## config.mk

```make
export PLATFORM = sky130hd
export DESIGN_NAME = control_multiciclo_flat
export DESIGN_NICKNAME = d
export VERILOG_FILES = /design/src/rtl/control_if.sv /design/src/rtl/control_multiciclo.sv /design/src/flat_wrapper.sv
export SDC_FILE = /design/constraint.sdc
export NUM_CORES = 1
export LEC_CHECK = 0
export ABC_CLOCK_PERIOD_IN_PS = 1500
export CAP_MARGIN = 0
export CORE_MARGIN = 2
export CORE_UTILIZATION = 37
export DETAILED_ROUTE_END_ITERATION = 10
export PLACE_DENSITY = 0.78
export SKIP_CTS_REPAIR_TIMING = 1
export SLEW_MARGIN = 10
export SYNTH_ARGS = -nofsm -noshare
export SYNTH_HDL_FRONTEND = slang
export SYNTH_SLANG_ARGS = --single-unit
```

## constraint.sdc

```tcl
create_clock -name clk -period 1.5 [get_ports clk]
set_input_delay 0.3 -clock clk [delete_from_list [all_inputs] [get_ports clk]]
set_output_delay 0.3 -clock clk [all_outputs]
set_load 0.02 [all_outputs]
```

## src/rtl/control_if.sv

```systemverilog
// control_if: handshake inputs and datapath control outputs of the multicycle control FSM.
interface control_if;
   logic       run;
   logic [5:0] opcode;
   logic       mem_ready;
   logic       PCWrite, PCWriteCond, IorD, MemRead, MemWrite, MemtoReg;
   logic       IRWrite, ALUSrcA, RegWrite, RegDst;
   logic [1:0] PCSource, ALUSrcB;
   logic [2:0] Entre_ALUC;
   logic       illegal;
   logic [3:0] estado;
   modport master (
      input  run, opcode, mem_ready,
      output PCWrite, PCWriteCond, IorD, MemRead, MemWrite, MemtoReg,
             IRWrite, ALUSrcA, RegWrite, RegDst, PCSource, ALUSrcB,
             Entre_ALUC, illegal, estado
   );
   modport slave (
      output run, opcode, mem_ready,
      input  PCWrite, PCWriteCond, IorD, MemRead, MemWrite, MemtoReg,
             IRWrite, ALUSrcA, RegWrite, RegDst, PCSource, ALUSrcB,
             Entre_ALUC, illegal, estado
   );
endinterface

```

## src/rtl/control_multiciclo.sv

```systemverilog
// control_multiciclo: multicycle MIPS-subset main control FSM with mem_ready stalls.
// Define CONTROL_JUMP_EN to enable the J instruction (JUMP state); otherwise opcode 000010 is illegal.
module control_multiciclo (
   input logic     clk,
   input logic     rst_n,
   control_if.master b
);
   typedef enum logic [3:0] {
      IDLE      = 4'd0,
      FETCH     = 4'd1,
      DECODE    = 4'd2,
      MEM_ADDR  = 4'd3,
      MEM_READ  = 4'd4,
      MEM_WB    = 4'd5,
      MEM_WRITE = 4'd6,
      R_EXEC    = 4'd7,
      R_WB      = 4'd8,
      BRANCH    = 4'd9,
      ADDI_EXEC = 4'd10,
      ADDI_WB   = 4'd11,
      JUMP      = 4'd12
   } state_t;
   localparam logic [5:0] OP_R    = 6'b000000;
   localparam logic [5:0] OP_LW   = 6'b100011;
   localparam logic [5:0] OP_SW   = 6'b101011;
   localparam logic [5:0] OP_BEQ  = 6'b000100;
   localparam logic [5:0] OP_ADDI = 6'b001000;
   localparam logic [5:0] OP_J    = 6'b000010;
   state_t state, nxt, bound;
   always_ff @(posedge clk)
      state <= !rst_n ? IDLE : nxt;
   assign bound    = b.run ? FETCH : IDLE;
   assign b.estado = state;
   always_comb begin
      nxt           = state;
      b.PCWrite     = 1'b0;
      b.PCWriteCond = 1'b0;
      b.IorD        = 1'b0;
      b.MemRead     = 1'b0;
      b.MemWrite    = 1'b0;
      b.MemtoReg    = 1'b0;
      b.IRWrite     = 1'b0;
      b.ALUSrcA     = 1'b0;
      b.RegWrite    = 1'b0;
      b.RegDst      = 1'b0;
      b.PCSource    = 2'b00;
      b.ALUSrcB     = 2'b00;
      b.Entre_ALUC  = 3'b000;
      b.illegal     = 1'b0;
      case (state)
         IDLE: nxt = b.run ? FETCH : IDLE;
         FETCH: begin
            b.MemRead    = 1'b1;
            b.ALUSrcB    = 2'b01;
            b.Entre_ALUC = 3'b010;
            b.IRWrite    = b.mem_ready;
            b.PCWrite    = b.mem_ready;
            nxt          = b.mem_ready ? DECODE : FETCH;
         end
         DECODE: begin
            // branch target is precomputed into ALUOut while the opcode is decoded
            b.ALUSrcB    = 2'b11;
            b.Entre_ALUC = 3'b010;
            case (b.opcode)
               OP_LW, OP_SW: nxt = MEM_ADDR;
               OP_R:         nxt = R_EXEC;
               OP_BEQ:       nxt = BRANCH;
               OP_ADDI:      nxt = ADDI_EXEC;
`ifdef CONTROL_JUMP_EN
               OP_J:         nxt = JUMP;
`else
               OP_J: begin
                  b.illegal = 1'b1;
                  nxt       = bound;
               end
`endif
               default: begin
                  b.illegal = 1'b1;
                  nxt       = bound;
               end
            endcase
         end
         MEM_ADDR: begin
            b.ALUSrcA    = 1'b1;
            b.ALUSrcB    = 2'b10;
            b.Entre_ALUC = 3'b010;
            nxt          = (b.opcode == OP_SW) ? MEM_WRITE : MEM_READ;
         end
         MEM_READ: begin
            b.MemRead = 1'b1;
            b.IorD    = 1'b1;
            nxt       = b.mem_ready ? MEM_WB : MEM_READ;
         end
         MEM_WB: begin
            b.RegWrite = 1'b1;
            b.MemtoReg = 1'b1;
            nxt        = bound;
         end
         MEM_WRITE: begin
            b.MemWrite = 1'b1;
            b.IorD     = 1'b1;
            nxt        = b.mem_ready ? bound : MEM_WRITE;
         end
         R_EXEC: begin
            b.ALUSrcA = 1'b1;
            nxt       = R_WB;
         end
         R_WB: begin
            b.RegWrite = 1'b1;
            b.RegDst   = 1'b1;
            nxt        = bound;
         end
         BRANCH: begin
            b.ALUSrcA     = 1'b1;
            b.Entre_ALUC  = 3'b011;
            b.PCWriteCond = 1'b1;
            b.PCSource    = 2'b01;
            nxt           = bound;
         end
         ADDI_EXEC: begin
            b.ALUSrcA    = 1'b1;
            b.ALUSrcB    = 2'b10;
            b.Entre_ALUC = 3'b001;
            nxt          = ADDI_WB;
         end
         ADDI_WB: begin
            b.RegWrite   = 1'b1;
            b.Entre_ALUC = 3'b001;
            nxt          = bound;
         end
`ifdef CONTROL_JUMP_EN
         JUMP: begin
            b.PCWrite  = 1'b1;
            b.PCSource = 2'b10;
            nxt        = bound;
         end
`endif
         default: nxt = IDLE;
      endcase
   end
endmodule

```

## src/flat_wrapper.sv

```systemverilog
// flat-port wrapper written by rule: the top's interface ports become plain ports
module control_multiciclo_flat 
  (clk, rst_n, b_run, b_opcode, b_mem_ready, b_PCWrite, b_PCWriteCond, b_IorD, b_MemRead, b_MemWrite, b_MemtoReg, b_IRWrite, b_ALUSrcA, b_RegWrite, b_RegDst, b_PCSource, b_ALUSrcB, b_Entre_ALUC, b_illegal, b_estado);
  control_if b_i ();
  input logic clk;
  input logic rst_n;
  input wire logic [$bits(b_i.run)-1:0] b_run;
  input wire logic [$bits(b_i.opcode)-1:0] b_opcode;
  input wire logic [$bits(b_i.mem_ready)-1:0] b_mem_ready;
  output wire logic [$bits(b_i.PCWrite)-1:0] b_PCWrite;
  output wire logic [$bits(b_i.PCWriteCond)-1:0] b_PCWriteCond;
  output wire logic [$bits(b_i.IorD)-1:0] b_IorD;
  output wire logic [$bits(b_i.MemRead)-1:0] b_MemRead;
  output wire logic [$bits(b_i.MemWrite)-1:0] b_MemWrite;
  output wire logic [$bits(b_i.MemtoReg)-1:0] b_MemtoReg;
  output wire logic [$bits(b_i.IRWrite)-1:0] b_IRWrite;
  output wire logic [$bits(b_i.ALUSrcA)-1:0] b_ALUSrcA;
  output wire logic [$bits(b_i.RegWrite)-1:0] b_RegWrite;
  output wire logic [$bits(b_i.RegDst)-1:0] b_RegDst;
  output wire logic [$bits(b_i.PCSource)-1:0] b_PCSource;
  output wire logic [$bits(b_i.ALUSrcB)-1:0] b_ALUSrcB;
  output wire logic [$bits(b_i.Entre_ALUC)-1:0] b_Entre_ALUC;
  output wire logic [$bits(b_i.illegal)-1:0] b_illegal;
  output wire logic [$bits(b_i.estado)-1:0] b_estado;
  assign b_i.run = b_run;
  assign b_i.opcode = b_opcode;
  assign b_i.mem_ready = b_mem_ready;
  assign b_PCWrite = b_i.PCWrite;
  assign b_PCWriteCond = b_i.PCWriteCond;
  assign b_IorD = b_i.IorD;
  assign b_MemRead = b_i.MemRead;
  assign b_MemWrite = b_i.MemWrite;
  assign b_MemtoReg = b_i.MemtoReg;
  assign b_IRWrite = b_i.IRWrite;
  assign b_ALUSrcA = b_i.ALUSrcA;
  assign b_RegWrite = b_i.RegWrite;
  assign b_RegDst = b_i.RegDst;
  assign b_PCSource = b_i.PCSource;
  assign b_ALUSrcB = b_i.ALUSrcB;
  assign b_Entre_ALUC = b_i.Entre_ALUC;
  assign b_illegal = b_i.illegal;
  assign b_estado = b_i.estado;
  control_multiciclo u_core (.clk(clk), .rst_n(rst_n), .b(b_i));
endmodule
```

==> flow_summary.json <==
{
  "status": "finished, violations left",
  "violations": "negative setup slack",
  "grt_pass1_vias": 826,
  "grt_max_degree": 9,
  "internal-power_uw": 334,
  "maxSlewViolCount": 0,
  "finClkSkew_ns": 0.0188,
  "vias": 906,
  "hold_viol_final": 0,
  "routed.top_layer": "met4",
  "critical-path-slowest-cell": "dfxtp_2",
  "antenna_found_initial": 0,
  "area_growth_pct": 134,
  "required_ns": 1.20,
  "die_h_um": 43.0,
  "wl_met1_um": 911,
  "diodes": 0,
  "min_from": "b_opcode[3]",
  "seq_area_frac_synth": 0.143,
  "setup_viol": 13,
  "maxCapViolCount": 0,
  "pre_cts_ws_ns": -0.828,
  "track_usage": 0.241,
  "post-route-period-util": 1.12,
  "synth_cell_type_count": 38,
  "hold_class": "primary input to flop",
  "synthTopCellsByCount": "11 x nor2_1, 6 x a21oi_1, 6 x inv_1",
  "yosys.cell_count.top_type": "nor2_1",
  "layout.nets": 156,
  "coreArea_um2": 1470,
  "dieArea_um2": 1850,
  "crit_buf_inv": 2,
  "worst_skew_pair.late_latency_ns": 0.25,
  "drt-total-wl_mm": 2.55,
  "avgSynthCellArea_um2": 6.46,
  "place_congestion": 0.896,
  "firstDrtPassIters": 4,
  "worstReg2RegStart": "u_core.b.estado[2]$_SDFF_PN0_",
  "synth_top_area_cell": "dfxtp_1",
  "rr_endpoint": "u_core.b.estado[0]$_SDFF_PN0_",
  "hold_end": "u_core.b.estado[2]$_SDFF_PN0_",
  "avgRoutedWirePerCell_um": 15.9,
  "cts_made_buffers": 3,
  "ir_worst_vdd_mv": 0.462,
  "end_kind": "output port",
  "ant_nets": 0,
  "vias_per_cell": 5.66,
  "synthFlopType": "dfxtp_1",
  "clock_path_buffers": 2,
  "cts_root_buf": "clkbuf_4",
  "swShare": 0.380,
  "arrival_ns": 1.39,
  "wl_met2_mm": 1.38,
  "tritoncts": "built",
  "p_leak_nw": 0.665,
  "crit_fanout": 4,
  "setup_ws_ns": -0.186,
  "clkPwrFrac": 0.278,
  "syn_area_um2": 562,
  "worst_setup_path_start_kind": "flop",
  "clock-sinks": 4,
  "die_w_um": 43.0,
  "drt_iter0_drc": 28,
  "slowest_delay_ns": 0.35,
  "wl_met3_um": 140,
  "synth_area_leaders": "dfxtp_1 14%, nor2_1 7.3%, a21oi_1 5.3%, buf_4 5.3%, buf_2 4.5%",
  "hold_slack_ns": 0.543,
  "grt_remaining_overflow": 0,
  "synthCells": 87,
  "yosysWarningCount": 0,
  "ys_seq_elements": 4,
  "clkSlewWorstSetupHoldPaths_ns": 0.05,
  "ios": 32,
  "rows": 14,
  "start_util": 0.382,
  "powerDensity_nw_per_um2": 410,
  "p_sw_uw": 205,
  "post_route_cells_drive_above_1_share": 0.590,
  "power_frac_seq": 0.223,
  "grt_pass1_wl_mm": 3.42,
  "r2r_cells": 5,
  "drc_errors": 0,
  "cp.depth": 6,
  "htree_num_levels": 1,
  "dp_hpwl_mm": 1.62,
  "ys_async_sr_fraction": 0,
  "rsz0062_at_grt": "yes",
  "crit_family": "flip-flops",
  "whs_path_depth": 4,
  "crit_chain": "buf_4 > nand2b_4 > nor2_4 > o21ai_1 > o21ai_1 > buf_4",
  "io_buffers": 29,
  "synth_top_area_share": 0.143,
  "synth_edf_count": 0,
  "crit_type": "flop to output port",
  "p_comb_frac": 0.498,
  "max_freq_mhz": 593,
  "largest_reg_flops": 4,
  "rrSetupSlack_ns": -0.01,
  "fin_crit_ns": 1.69
}
-- cell families (layout without fill, tap and decap cells) --
| logic type | Yosys count | count (layout) | synth area share |
|---|---|---|---|
| buffers and inverters | 17 | 73 | 0.151 |
| and+or+nand+nor | 38 | 38 | 0.376 |
| DFF | 4 | 4 | 0.143 |
| AOI/OAI and AO/OA | 25 | 25 | 0.292 |
| xor gates and xnor gates | 2 | 2 | 0.0312 |
| other | 1 | 2 | 0.00668 |
-- worst min-delay path, cell delays in order --
cell,delay (ns)
dlymetal6s2s_1,0.11
buf_4,0.15
o32a_1,0.15
nor2_1,0.04
-- through the flow --
stage | power (mW) | setup TNS (ns) | util | cells | instance area, µm²
2_1_floorplan | 0.237 | -0.0987 | - | 88 | 631
3_3_place_gp | 0.352 | -5.57 | 0.757 | 154 | 1110
3_5_place_dp | 0.359 | -6.14 | 0.757 | 154 | 1110
4_1_cts | 0.504 | -9.68 | 0.772 | 157 | 1140
5_1_grt | 0.552 | -1.34 | 0.892 | 160 | 1310
6_report | 0.538 | -1.12 | 0.892 | 160 | 1310
-- area by class of cell --
class                      instances  area (µm²)
clock buffer                       3        22.5
fill                              64         159
inverter                           6        22.5
multi-input combinational         67         564
sequential                         4        90.1
tap                               16        20.0
timing repair buffer              64         593
-- layout by cell type (no fill, tap or decap), drive strengths merged, types with 3 or more instances in the layout --
master / instances
buf: 49
a31oi: 3
clkdlybuf4s50: 3
nor2: 11
nand2b: 5
inv: 6
dfxtp: 4
nor3: 5
clkbuf: 5
dlymetal6s2s: 10
nand2: 5
o21ai: 5
a21oi: 6
-- routing by layer --
layer / vias up / global-route usage
met5: - / 0
met4: 0 / 0.109
met3: 12 / 0.00426
met2: 61 / 0.476
met1: 415 / 0.260
li1: 418 / -
-- power by group through the flow --
| stage | clock, mW | combinational [mW] | sequential [mW] |
|---|---|---|---|
| 6_report | 0.150 | 0.268 | 0.120 |
| 5_1_grt | 0.146 | 0.285 | 0.121 |
| 4_1_cts | 0.145 | 0.238 | 0.120 |
| 3_5_place_dp | 0 | 0.237 | 0.122 |
| 3_3_place_gp | 0 | 0.231 | 0.122 |
| 2_1_floorplan | 0 | 0.117 | 0.120 |
-- how the worst max path moves through the flow --
| stage | start | endpoint | slack [ns] |
|---|---|---|---|
| floorplan | u_core.b.estado[1]$_SDFF_PN0_ | b_PCWrite | -0.05 |
| global placement | b_opcode[2] | b_illegal | -0.76 |
| detailed placement | b_opcode[2] | b_illegal | -0.83 |
| CTS | b_opcode[2] | b_illegal | -0.84 |
| global route | u_core.b.estado[2]$_SDFF_PN0_ | b_ALUSrcA | -0.20 |
| finish | u_core.b.estado[2]$_SDFF_PN0_ | b_ALUSrcA | -0.19 |
(Power assumes the default switching activity.)
